**src/rtl/grant_decoder.sv**
```systemverilog
// -----------------------------------------------------------------------------
// grant_decoder
//
// Registered 3-to-8 grant decoder with a hold/release FSM. This is the return
// path for an 8-to-3 priority encoder.
//
// The block takes the encoded winner index (n) and the valid flag (g). It
// drives a one-hot grant to the winning requester and holds it until one of
// three things happens: the requester drops its raw request line, the block
// is disabled, or the hold limit expires.
//
// Every grant is followed by a single GAP cycle. The encoder can re-arbitrate
// on fresh request lines during that cycle before the next grant is sampled.
//
// Handshake: a grant is issued when ena & g is sampled high in IDLE. The
// requester owns gnt for as long as req[idx] stays high, up to HOLD_MAX
// cycles. Dropping req[idx] is the requester's release. gnt changes only on
// a clock edge, or when reset is asserted.
//
// Parameters
//   HOLD_MAX      maximum consecutive grant cycles (1..255)
// Ports
//   clk           rising-edge clock
//   rst           asynchronous reset, active-high
//   ena           block enable; low forces release and blocks new grants
//   n[2:0]        encoded winner index from the priority encoder
//   g             encoder valid (at least one request active)
//   req[7:0]      raw request lines, used for release detection
//   gnt[7:0]      registered one-hot grant, zero when no grant is held
//   idx[2:0]      registered index of the current or last grant
//   busy          high while in GRANT or GAP
//   timeout       one-cycle pulse after a grant is revoked by the hold limit
//   dbg_state_o   current FSM state, for observation
// -----------------------------------------------------------------------------
module grant_decoder #(
   parameter int unsigned HOLD_MAX = 15
) (
   input  logic       clk,
   input  logic       rst,
   input  logic       ena,
   input  logic [2:0] n,
   input  logic       g,
   input  logic [7:0] req,
   output logic [7:0] gnt,
   output logic [2:0] idx,
   output logic       busy,
   output logic       timeout,
   output logic [1:0] dbg_state_o
);

   localparam int CW = $clog2(HOLD_MAX + 1);
   localparam logic [CW-1:0] HOLD_C = CW'(HOLD_MAX);
   localparam logic [CW-1:0] ONE_C  = CW'(1);

   typedef enum logic [1:0] {
      S_IDLE  = 2'd0,
      S_GRANT = 2'd1,
      S_GAP   = 2'd2
   } state_t;

   state_t          state_q, state_d;
   logic [7:0]      gnt_q, gnt_d;
   logic [2:0]      idx_q, idx_d;
   logic [CW-1:0]   cnt_q, cnt_d;
   logic            timeout_q, timeout_d;

   always_ff @(posedge clk or posedge rst) begin
      if (rst) begin
         state_q   <= S_IDLE;
         gnt_q     <= 8'h00;
         idx_q     <= 3'd0;
         cnt_q     <= '0;
         timeout_q <= 1'b0;
      end else begin
         state_q   <= state_d;
         gnt_q     <= gnt_d;
         idx_q     <= idx_d;
         cnt_q     <= cnt_d;
         timeout_q <= timeout_d;
      end
   end

   always_comb begin
      state_d   = state_q;
      gnt_d     = gnt_q;
      idx_d     = idx_q;
      cnt_d     = cnt_q;
      timeout_d = 1'b0;

      case (state_q)
         S_IDLE: begin
            gnt_d = 8'h00;
            if (ena && g) begin
               idx_d   = n;
               gnt_d   = 8'b0000_0001 << n;
               cnt_d   = ONE_C;
               state_d = S_GRANT;
            end
         end

         S_GRANT: begin
            // Disable first, then release, then the limit. A release on the
            // limit cycle is therefore a normal release, with no timeout.
            if (!ena) begin
               gnt_d   = 8'h00;
               state_d = S_GAP;
            end else if (!req[idx_q]) begin
               gnt_d   = 8'h00;
               state_d = S_GAP;
            end else if (cnt_q == HOLD_C) begin
               gnt_d     = 8'h00;
               timeout_d = 1'b1;
               state_d   = S_GAP;
            end else begin
               cnt_d = cnt_q + ONE_C;
            end
         end

         S_GAP: begin
            gnt_d   = 8'h00;
            state_d = S_IDLE;
         end

         default: begin
            gnt_d   = 8'h00;
            state_d = S_IDLE;
         end
      endcase
   end

   assign gnt         = gnt_q;
   assign idx         = idx_q;
   assign busy        = (state_q != S_IDLE);
   assign timeout     = timeout_q;
   assign dbg_state_o = state_q;

endmodule
```
**config.mk**
```make
export PLATFORM = sky130hd
export DESIGN_NAME = grant_decoder
export DESIGN_NICKNAME = d
export VERILOG_FILES = /design/src/rtl/grant_decoder.sv
export SDC_FILE = /design/constraint.sdc
export NUM_CORES = 1
export LEC_CHECK = 0
export BUFFER_PORTS_ARGS = -buffer_cell sky130_fd_sc_hd__buf_4
export CAP_MARGIN = 20
export CELL_PAD_IN_SITES_DETAIL_PLACEMENT = 1
export CELL_PAD_IN_SITES_GLOBAL_PLACEMENT = 1
export CORE_ASPECT_RATIO = 0.75
export CORE_MARGIN = 4
export CORE_UTILIZATION = 39
export CTS_CLUSTER_SIZE = 24
export DETAILED_ROUTE_END_ITERATION = 8
export GPL_TIMING_DRIVEN = 0
export PLACE_DENSITY = 0.81
export SLEW_MARGIN = 10
export SYNTH_ARGS = -nofsm -noshare
export SYNTH_HDL_FRONTEND = slang
export SYNTH_SLANG_ARGS = --single-unit
```
**constraint.sdc**
```tcl
create_clock -name clk -period 2.6 [get_ports clk]
set_input_delay 0.52 -clock clk [delete_from_list [all_inputs] [get_ports clk]]
set_output_delay 0.52 -clock clk [all_outputs]
set_load 0.05 [all_outputs]
```
# --- Word-level counts from Yosys, hierarchy flattened ---
# Cells that the tools add are included.
totals:
  output_inout_bits: 15
  ff_bits: 18
classes:
  n_shift: 1
  order_cmp: 1
  addsub: 1
  eq_ne: 7
  reduce_logical: 7
  muxes: 21
ops:
  columns: ["op", "n"]
  rows:
  - ["8-bit 2-to-1 mux", 4]
  - ["4-bit 2-to-1 mux", 4]
  - ["8-bit one-hot mux with 2 select lines", 1]
  - ["2-bit 2-to-1 mux", 4]
  - ["2-bit != test (second input constant)", 4]
  - ["4-bit one-hot mux with 2 select lines", 1]
  - ["1-bit by 3-bit << shifter with 8-bit output (first input constant)", 1]
  - ["1-bit 2-to-1 mux", 5]
  - ["5-bit AND reduction", 1]
  - ["4-bit by 1-bit adder with 4-bit output (second input constant)", 1]
  - ["4-bit == test (second input constant)", 1]
  - ["3-bit by 4-bit less-than comparator with 1-bit output (second input constant)", 1]
  - ["4-bit != test (second input constant)", 1]
  - ["2-bit one-hot mux with 2 select lines", 1]
  - ["2-bit AND reduction", 2]
  - ["2-bit nonzero test", 2]
  - ["1-bit binary-select mux with 3-bit select", 1]
  - ["2-bit by 1-bit == test with 1-bit output (second input constant)", 1]
  - ["2-bit zero test", 1]
  - ["1-bit logical AND", 1]

# --- Depth between registers and ports, before layout ---
# Gate-level depths: netlist of the first run.
depth:
  depth_word: 5
  ltp_mapped: 5

# --- Least setup slack after synthesis of the first run ---
# Ideal clock, no wire load.
synth_path:
  path_kind: "reg-to-reg"
  from: "register idx_q[0] (netlist: idx[0])"
  to: "register gnt_q[4] (netlist: gnt[4])"
  path_slack_ns: 0.531
  t_arrival_ns: 1.947
  stages_incl_launch_ff: 6
  n_path_buf: 1
  path_cell_list: "dfrtp_1 -> mux4_2 -> nand2b_4 -> and3_4 -> buf_6 -> a32o_1"
synth_between:
  elab_chain_cells: 5
  word_cells_on_any_way: 6
  cone_classes: "eq/ne: 1; mux: 5"
synth_rtl:
  columns: ["element", "line", "text"]
  rows:
  - ["from (decl)", "63", "logic [2:0] idx_q, idx_d;"]
  - ["from (signal assigned)", "77", "idx_q <= idx_d;"]
  - ["1-bit binary-select mux with 3-bit select *", "107", "end else if (!req[idx_q]) begin"]
  - ["1-bit 2-to-1 mux (not written as such) *", "107", null]
  - ["8-bit 2-to-1 mux", "107", null]
  - ["8-bit 2-to-1 mux", "104", "if (!ena) begin"]
  - ["8-bit one-hot mux with 2 select lines", "90", "case (state_q)"]
  - ["to (signal assigned)", "76", "gnt_q <= gnt_d;"]
  - ["to (decl)", "62", "logic [7:0] gnt_q, gnt_d;"]
# Mark *: on every way between the ends. The rest lies on a longest branch, timed or not. The select of a mux whose other input is x is not followed.
# A chain may end at the register's enable or synchronous reset.

# --- Final worst setup path of the first run ---
layout_path:
  from: "register idx_q[0] (netlist: idx[0])"
  to: "register gnt_q[2] (netlist: gnt[2])"
# The elaborated chain is that of the path after synthesis.

==> results of run 1 <==
[layout make-up]
type	instances	share of cell area, %
buffer	2	1.28
clock buffer	4	3.10
inverter	5	1.61
multi-input combinational	56	34.3
sequential	18	38.5
tap	24	2.57
timing repair buffer	29	18.6
[per-layer routing]
layer / routed length [um] / share of wire (%) / track usage, %
met2: 1030 / 44 / 25.7
met4: 19 / 0.82 / 4.40
met1: 1140 / 49 / 22.7
met3: 139 / 6.0 / 6.45
met5: 0 / 0 / 0
[per-stage QoR]
stage          util [%]  setup WS (ns)  power (W)  instances  instance area, um2
3_5_place_dp       54.3          0.657   0.000788        134                1130
5_1_grt            56.1          0.666    0.00102        138                1170
4_1_cts            56.1          0.724   0.000970        138                1170
3_3_place_gp       54.3          0.664   0.000773        134                1130
2_1_floorplan         -          0.531   0.000660         81                 885
6_report           56.1          0.728   0.000958        138                1170
[report_power, final]
part | total [W] | internal [W] | switching (W)
logic | 0.000403 | 0.000149 | 0.000254
clock network | 0.000179 | 0.0000856 | 0.0000935
registers | 0.000377 | 0.000319 | 0.0000578
[Yosys cell counts, types with 2 or more instances]
cell,number
mux2i_1,4
and3_1,2
o21ai_0,2
a31oi_1,2
nor2b_1,2
nor2_1,7
nand3_1,2
dfrtp_1,18
inv_1,5
a32o_1,4
o2bb2ai_1,3
nand2_1,13
or2_2,2
[flip-flops by register name, indices dropped and copies added, names as in the netlist]
name / cells
dbg_state_o: 2
timeout: 1
gnt: 8
idx: 3
cnt_q: 4
[worst max-delay path by stage]
stage | to | cells after the start
floorplan | gnt[4] | 5
global placement | gnt[2] | 6
detailed placement | gnt[2] | 6
CTS | gnt[2] | 5
global route | gnt[2] | 5
finish | gnt[2] | 5
[logic make-up (layout without fill, tap and decap cells)]
logic type               Yosys count  count (layout)  share of synthesized area, %
multiplexers                       5               5                          7.07
AO/OA/AOI/OAI                     16              16                          16.7
buffers and inverters              7              40                          3.82
AND/OR/NAND/NOR                   34              34                          20.1
adder cells (fa/ha/maj)            1               1                          1.41
flip-flops                        18              18                          50.9
==> qor.txt, run 1 <==
Status: complete, no violations
Die ar.: 3100 um2
DR DRC count: 0
H-tree depth: 1
All-Layer GR Usage: 17.0%
Grt ovf: 0
Commonest non-fill, non-tap cells in the layout: buf_4 (29), dfrtp_1 (18), nand2_1 (13)
Area leader, netlist: dfrtp_1
I/O pin total: 30
Crit-path max FO: 10
Top cells by area, synth: dfrtp_1 (51%), nand2_1 (5.5%), a32o_1 (4.5%)
Max_cap viols: 0
Clock tree buffer depth: 2
Area of the multi-input gates: 400 um2
Critical path's top delay family: multiplexers
Post-synth EDFFs: 0
Final Max Slew Viols: 0
Die W: 63.0 um
Power density over the cells: 820 nW/um2
Largest stage delay, worst path: 0.54 ns
Clock-pin slew on the worst setup and hold paths: 0.11 ns
Post-synthesis cell count: 81
Final Cycle Share: 72.0%
Mapped Avg Cell Area: 10.9 um2
Via count: 744
Register-to-Register Path Depth: 5
RSZ-0062 raised after global routing: false
Crit Reg-Reg Endpoint: gnt[2]
Syn. warnings: 0
Dpl hpwl: 1770 um
Clk Latency, worst-skew pair: 0.31 ns
I/O Buffers: 29
Post-cts hold buffer count: 0
GPL Wtd Cong: 0.896
Most common cell after layout, fill and taps aside: buf_4
Worst Path Required: 2.80 ns
Maximum VDD drop: 0.345 mV
Leakage Power: 0.580 nW
Vias per Instance: 5.39
Worst-Margin Slew: 0.708 ns
WP data arrival: 2.07 ns
Asr flop ratio synth: 100%
DRT iter0 DRCs: 28
Initial Util: 42.4%
Largest net degree at the start of global routing: 19
Sink Count: 18
Final hold vios: 0
Post-route setup TNS: 0 ns
Initial antenna violation count: 0
Post-synth top area share: 50.9%
Crit path capture type: register
Fin nets: 131
CP cell instances: mux4_2 > nand2b_4 > and3_4 > buf_6 > a32o_1
Die height: 49.2 um
Row count: 14
Cts repair resizes: 0
Diodes inserted: 0
Final setup fails: 0
Layout cell share with drive strength beyond 1: 35.1%
Routed Antenna Nets: 0
First-pass DRT Iterations: 4
Sequential share of the synthesized area: 50.9%
#FFs+latches synth: 18
Primary FF master, synth: dfrtp_1
Max Fclk: 0.534 GHz
CTS root buf: clkbuf_4
Min-Delay Path Class: input port to async pin
Wire per inst: 16.9 um
Number of post-CTS setup repair buffers: 0
Post-Syn Nets: 97
WS Path Type: register to register
CP startpoint kind: register
CP max-delay cell: mux4_2
Unique masters post-synth: 28
Synth Cell Area: 885 um2
Relative slew slack: 52.7%
Buf+Inv Stages, Crit Path: 1
Seq. cell area: 450 um2
Clock Skews: 0.0101 ns
First-pass GRT wire length: 4060 um
Worst setup startpoint: idx[0]
Fin crit period: 1.87 ns
Setup slack, reg-to-reg: 0.73 ns
Routed wire length: 2330 um
R2r startpoint: idx[0]
Synth-to-Final Area Change: 32.1%
WHS: 0.313 ns
CTS tree: yes
Core Region: 2080 um2
# fillers: 227
Vias in the first global route: 783
TritonCTS Buffers: 3
Power figures use the tool's default switching activity.
==> run 2, diff against run 1 <==
CORE_UTILIZATION = 33   (was 39)
PLACE_DENSITY = 0.73   (was 0.81)
clock period = 1.7 ns   (was 2.6 ns; I/O delays follow)
==> run 2 against run 1 <==
Net effect: the flow now finishes with violations (setup timing); final cell count grew 10%; fmax rose by 8.8%; clock-buffer cell count did not move; critical path depth unchanged; power is 55% higher; final area increased by 4.5%; critical path type unchanged; largest cell class unchanged; highest routed layer unchanged.
==> qor.txt, run 2 (same netlist as run 1, synthesis figures left out) <==
Status: complete, but fails checks (was complete, no violations)
Violated checks: setup timing
Min-Delay Path Class: input port to async pin (unchanged)
WS Path Type: register to register (unchanged)
Clock power frac: 15.0% (was 18.7%)
First-pass DRT Iterations: 4 (unchanged)
R2r startpoint: idx[0] (unchanged)
Worst-Margin Slew: 0.685 ns (was 0.708 ns)
Register-to-Register Path Depth: 5 (unchanged)
Vias in the first global route: 828 (was 783)
I/O Buffers: 29 (unchanged)
Most common cell after layout, fill and taps aside: buf_4 (unchanged)
Via count: 780 (was 744)
Wire per inst: 16.1 um (was 16.9 um)
Clock tree buffer depth: 2 (unchanged)
Synth-to-Final Area Change: 38.0% (was 32.1%)
Final Cycle Share: 101% (was 72.0%)
Vias per Instance: 5.13 (was 5.39)
First-pass GRT wire length: 4050 um (was 4060 um)
Initial antenna violation count: 0 (unchanged)
Final worst slack: -0.0200 ns (was 0.728 ns)
Largest net degree at the start of global routing: 19 (unchanged)
Routed Antenna Nets: 0 (unchanged)
# fillers: 285 (was 227)
Clock Skews: 0.00763 ns (was 0.0101 ns)
P_sw: 0.000631 W (was 0.000405 W)
Crit Reg-Reg Endpoint: gnt[2] (unchanged)
Die height: 52.8 um (was 49.2 um)
Final Max Slew Viols: 0 (unchanged)
WHS: 0.135 ns (was 0.313 ns)
WP data arrival: 1.91 ns (was 2.07 ns)
DRT iter0 DRCs: 16 (was 28)
Commonest non-fill, non-tap cells in the layout: buf_4 (33), dfrtp_1 (16), nand2_1 (13) (was buf_4 (29), dfrtp_1 (18), nand2_1 (13))
Leakage Power: 0.594 nW (was 0.580 nW)
Routed wire length: 2450 um (was 2330 um)
Max_cap viols: 0 (unchanged)
Worst Path Required: 1.89 ns (was 2.80 ns)
TritonCTS Buffers: 3 (unchanged)
Sink Count: 18 (unchanged)
Clk Latency, worst-skew pair: 0.30 ns (was 0.31 ns)
Dpl hpwl: 1790 um (was 1770 um)
Relative slew slack: 54.3% (was 52.7%)
Dpl ws: -0.0552 ns (was 0.657 ns)
Power density over the cells: 1220 nW/um2 (was 820 nW/um2)
Layout cell share with drive strength beyond 1: 40.7% (was 35.1%)
I/O pin total: 30 (unchanged)
Die ar.: 3580 um2 (was 3100 um2)
GPL Wtd Cong: 0.737 (was 0.896)
Max FFs per register: 8 (unchanged)
Die W: 67.8 um (was 63.0 um)
Core Region: 2420 um2 (was 2080 um2)
Finished Core Util: 50.4% (was 56.1%)
CTS tree: yes (unchanged)
Maximum VDD drop: 0.441 mV (was 0.345 mV)
All-Layer GR Usage: 15.6% (was 17.0%)
Row count: 15 (was 14)
Sequential power share: 38.8% (was 39.3%)
Post-cts hold buffer count: 0 (unchanged)
P_int: 0.000859 W (was 0.000553 W)
H-tree depth: 1 (unchanged)
DR DRC count: 0 (unchanged)
Fin crit period: 1.72 ns (was 1.87 ns)
Clock-pin slew on the worst setup and hold paths: 0.10 ns (was 0.11 ns)
Initial Util: 36.5% (was 42.4%)
Crit-path max FO: 10 (unchanged)
Comb pwr share: 46.2% (was 42.0%)
CTS root buf: clkbuf_4 (unchanged)
RSZ-0062 raised after global routing: true (was false)
Fin nets: 135 (was 131)
CP startpoint kind: register (unchanged)
Switch share: 42.3% (about the same)
Grt ovf: 0 (unchanged)
Setup slack, reg-to-reg: -0.02 ns (was 0.73 ns)
Final hold vios: 0 (unchanged)
Final setup fails: 4 (was 0)
Crit path capture type: register (unchanged)
Max Fclk: 0.581 GHz (was 0.534 GHz)
Diodes inserted: 0 (unchanged)
## run 2: critical path: stages, from the launching register on
cell and delay, ns:
dfrtp_2 0.42, mux4_2 0.51, nand2b_4 0.16, and3_4 0.17
buf_8 0.14, a32o_1 0.20
## run 2: power groups by stage
| stage | clock, W | sequential (W) | combinational [W] |
|---|---|---|---|
| 2_1_floorplan | 0 | 0.000733 | 0.000280 |
| 3_3_place_gp | 0 | 0.000587 | 0.000605 |
| 3_5_place_dp | 0 | 0.000594 | 0.000620 |
| 4_1_cts | 0.000237 | 0.000581 | 0.000659 |
| 5_1_grt | 0.000253 | 0.000596 | 0.000736 |
| 6_report | 0.000224 | 0.000577 | 0.000688 |
## run 2: timing repair
| action | in CTS | in global routing |
|---|---|---|
| hold endpoints to repair | 0 | 0 |
| resized for setup | 1 | 3 |
| setup endpoints to repair | 7 | 11 |
| buffers inserted | 3 | 1 |
## run 2: metrics by stage
step | total power, W | instance area, um2 | cells | setup TNS (ns)
after global routing | 0.00159 | 1220 | 152 | -0.463
after detailed placement | 0.00121 | 1150 | 144 | -0.189
after global placement | 0.00119 | 1150 | 144 | -0.146
after floorplan | 0.00101 | 887 | 81 | -0.939
after CTS | 0.00148 | 1200 | 151 | -0.0728
final | 0.00149 | 1220 | 152 | -0.0570
## run 2: final cells by class
class | instances | area [um2] | area share, %
sequential | 18 | 453 | 37.1
multi-input combinational | 56 | 414 | 33.9
timing repair buffer | 33 | 248 | 20.3
tap | 34 | 42.5 | 3.48
clock buffer | 4 | 26.3 | 2.15
buffer | 2 | 18.8 | 1.54
inverter | 5 | 18.8 | 1.54
## run 2: metal layers
layer,vias to the layer above,GRT usage (%),share of wire [%]
met2,22,24.9,49
li1,367,-,-
met5,-,0,0
met1,389,19.9,46
met3,2,4.94,4.8
met4,0,4.95,0.57
## run 2: worst max path at each step
stage,from,depth (start not counted),endpoint
floorplan,idx[0],5,gnt[4]
finish,idx[0],5,gnt[2]
global route,idx[0],5,gnt[2]
CTS,idx[0],5,gnt[2]
detailed placement,idx[0],5,gnt[2]
global placement,idx[0],5,gnt[3]
==> run 3, diff against run 2 <==
CAP_MARGIN = 10   (was 20)
SKIP_CTS_REPAIR_TIMING = 1   (was default)
SKIP_LAST_GASP = 1   (was default)
==> run 3 against run 2 <==
Net effect: the flow still finishes with violations (setup timing); power shrank 1.2%; clock power is essentially flat; non-clock buffer count shrank 1; final cell count shrank 0.66%; utilization grew 0.93 points; clock skew grew 0.0017 ns; critical path depth is the same; register-to-register slack lost 0.05 ns; largest power group unchanged.
==> qor.txt, run 3 (same netlist as run 1, synthesis figures left out) <==
Status: complete, but fails checks (unchanged)
Violated checks: setup timing (unchanged)
RSZ-0062 raised after global routing: true (unchanged)
Design area: 1240 um2 (was 1220 um2)
Vias in the first global route: 810 (was 828)
Wire per inst: 16.4 um (was 16.1 um)
CP startpoint kind: register (unchanged)
Power density over the cells: 1180 nW/um2 (was 1220 nW/um2)
Max FFs per register: 8 (unchanged)
Commonest non-fill, non-tap cells in the layout: buf_4 (31), dfrtp_1 (16), nand2_1 (13) (was buf_4 (33), dfrtp_1 (16), nand2_1 (13))
Final Cycle Share: 104% (was 101%)
Fin crit period: 1.77 ns (was 1.72 ns)
Relative slew slack: 54.9% (was 54.3%)
Routed wire length: 2470 um (was 2450 um)
Worst setup startpoint: idx[0] (unchanged)
Crit-path max FO: 5 (was 10)
R2r startpoint: idx[0] (unchanged)
Placed cells: 144 (unchanged)
GPL Wtd Cong: 0.737 (unchanged)
WHS: 0.129 ns (was 0.135 ns)
WS Path Type: register to register (unchanged)
Max Fclk: 0.566 GHz (was 0.581 GHz)
Diodes inserted: 0 (unchanged)
Routed Antenna Nets: 0 (unchanged)
Clock-pin slew on the worst setup and hold paths: 0.10 ns (about the same)
Initial antenna violation count: 0 (unchanged)
Worst-Margin Slew: 0.675 ns (was 0.685 ns)
Sink Count: 18 (unchanged)
Final hold vios: 0 (unchanged)
WP data arrival: 1.96 ns (was 1.91 ns)
Row count: 15 (unchanged)
DP Area: 1150 um2 (unchanged)
Final total power: 0.00147 W (was 0.00149 W)
Top Usage Layer GRT: met2 (unchanged)
Die W: 67.8 um (unchanged)
I/O pin total: 30 (unchanged)
Vias per Instance: 5.23 (was 5.13)
Maximum VDD drop: 0.468 mV (was 0.441 mV)
Grt ovf: 0 (unchanged)
CTS tree: yes (unchanged)
Die ar.: 3580 um2 (unchanged)
All-Layer GR Usage: 15.1% (was 15.6%)
Synth-to-Final Area Change: 40.6% (was 38.0%)
Core Region: 2420 um2 (unchanged)
First-pass GRT wire length: 3930 um (was 4050 um)
Seq. cell area: 453 um2 (unchanged)
Worst Path Required: 1.89 ns (about the same)
Final non-filler cell total: 151 (was 152)
H-tree depth: 1 (unchanged)
# fillers: 279 (was 285)
Via count: 789 (was 780)
Initial Util: 36.5% (unchanged)
TritonCTS Buffers: 3 (unchanged)
Final worst slack: -0.0666 ns (was -0.0200 ns)
Crit path capture type: register (unchanged)
Final setup fails: 6 (was 4)
CTS root buf: clkbuf_4 (unchanged)
Largest net degree at the start of global routing: 19 (unchanged)
Routing usage on met3: 4.94% (unchanged)
Dpl hpwl: 1790 um (unchanged)
Area of the multi-input gates: 427 um2 (was 414 um2)
Clock Skews: 0.00937 ns (was 0.00763 ns)
GRT met1 Usage: 19.2% (was 19.9%)
Clk Latency, worst-skew pair: 0.30 ns (about the same)
Leakage Power: 0.603 nW (was 0.594 nW)
Clock tree buffer depth: 2 (unchanged)
I/O Buffers: 29 (unchanged)
Most common cell after layout, fill and taps aside: buf_4 (unchanged)
Max_cap viols: 0 (unchanged)
Layout cell share with drive strength beyond 1: 41.9% (was 40.7%)
Met2 Usage GRT: 24.1% (was 24.9%)
Die height: 52.8 um (unchanged)
Final Max Slew Viols: 0 (unchanged)
Fin nets: 134 (was 135)
DRT iter0 DRCs: 16 (unchanged)
Min-Delay Path Class: input port to async pin (unchanged)
DR DRC count: 0 (unchanged)
First-pass DRT Iterations: 4 (unchanged)
[run 3: cell count changes in the layout (fill, tap and decap cells not counted), sizes merged]
cell,before,now
buf,34,32
clkbuf,5,6
[run 3: cell type report]
cell class	instances	area share, %
Clock buffer	4	2.11
Buffer	2	1.51
Sequential cell	18	36.4
Inverter	5	1.51
Multi-Input combinational cell	56	34.3
Timing Repair Buffer	32	20.7
Tap cell	34	3.42
[run 3: path summary, 6_finish.rpt]
path	end	slack [ns]	cells past startpoint
max	gnt[3]	-0.07	5
min	cnt_q[2]	0.13	2
max reg2reg	gnt[3]	-0.07	5
min reg2reg	gnt[2]	0.50	1
max in group asynchronous	idx[2]	1.10	2
min in group clk	gnt[4]	0.31	2
[run 3: metrics by stage]
step / TNS [ns] / setup WS [ns] / utilization [%]
5_1_grt: -1.07 / -0.140 / 51.4
4_1_cts: -0.310 / -0.0786 / 48.5
2_1_floorplan: -0.939 / -0.145 / -
6_report: -0.261 / -0.0666 / 51.4
3_5_place_dp: -0.189 / -0.0552 / 47.4
3_3_place_gp: -0.146 / -0.0497 / 47.4
[run 3: power by group]
group          internal (W)  total [W]  switching, W
registers          0.000492   0.000583     0.0000909
clock network     0.0000915   0.000222      0.000131
logic              0.000263   0.000667      0.000403
total              0.000847    0.00147      0.000625
[run 3: critical path: stages, from the launching register on]
cell and delay (ns):
dfrtp_2 0.44, mux4_2 0.52, nand2b_4 0.18, and3_4 0.19, buf_8 0.13, a32o_1 0.19
[run 3: layer usage]
metal	vias up	wire length, um	part of all wire, %
met1	400	1130	46
met2	22	1210	49
met5	-	0	0
met4	0	14	0.57
li1	365	-	-
met3	2	117	4.7
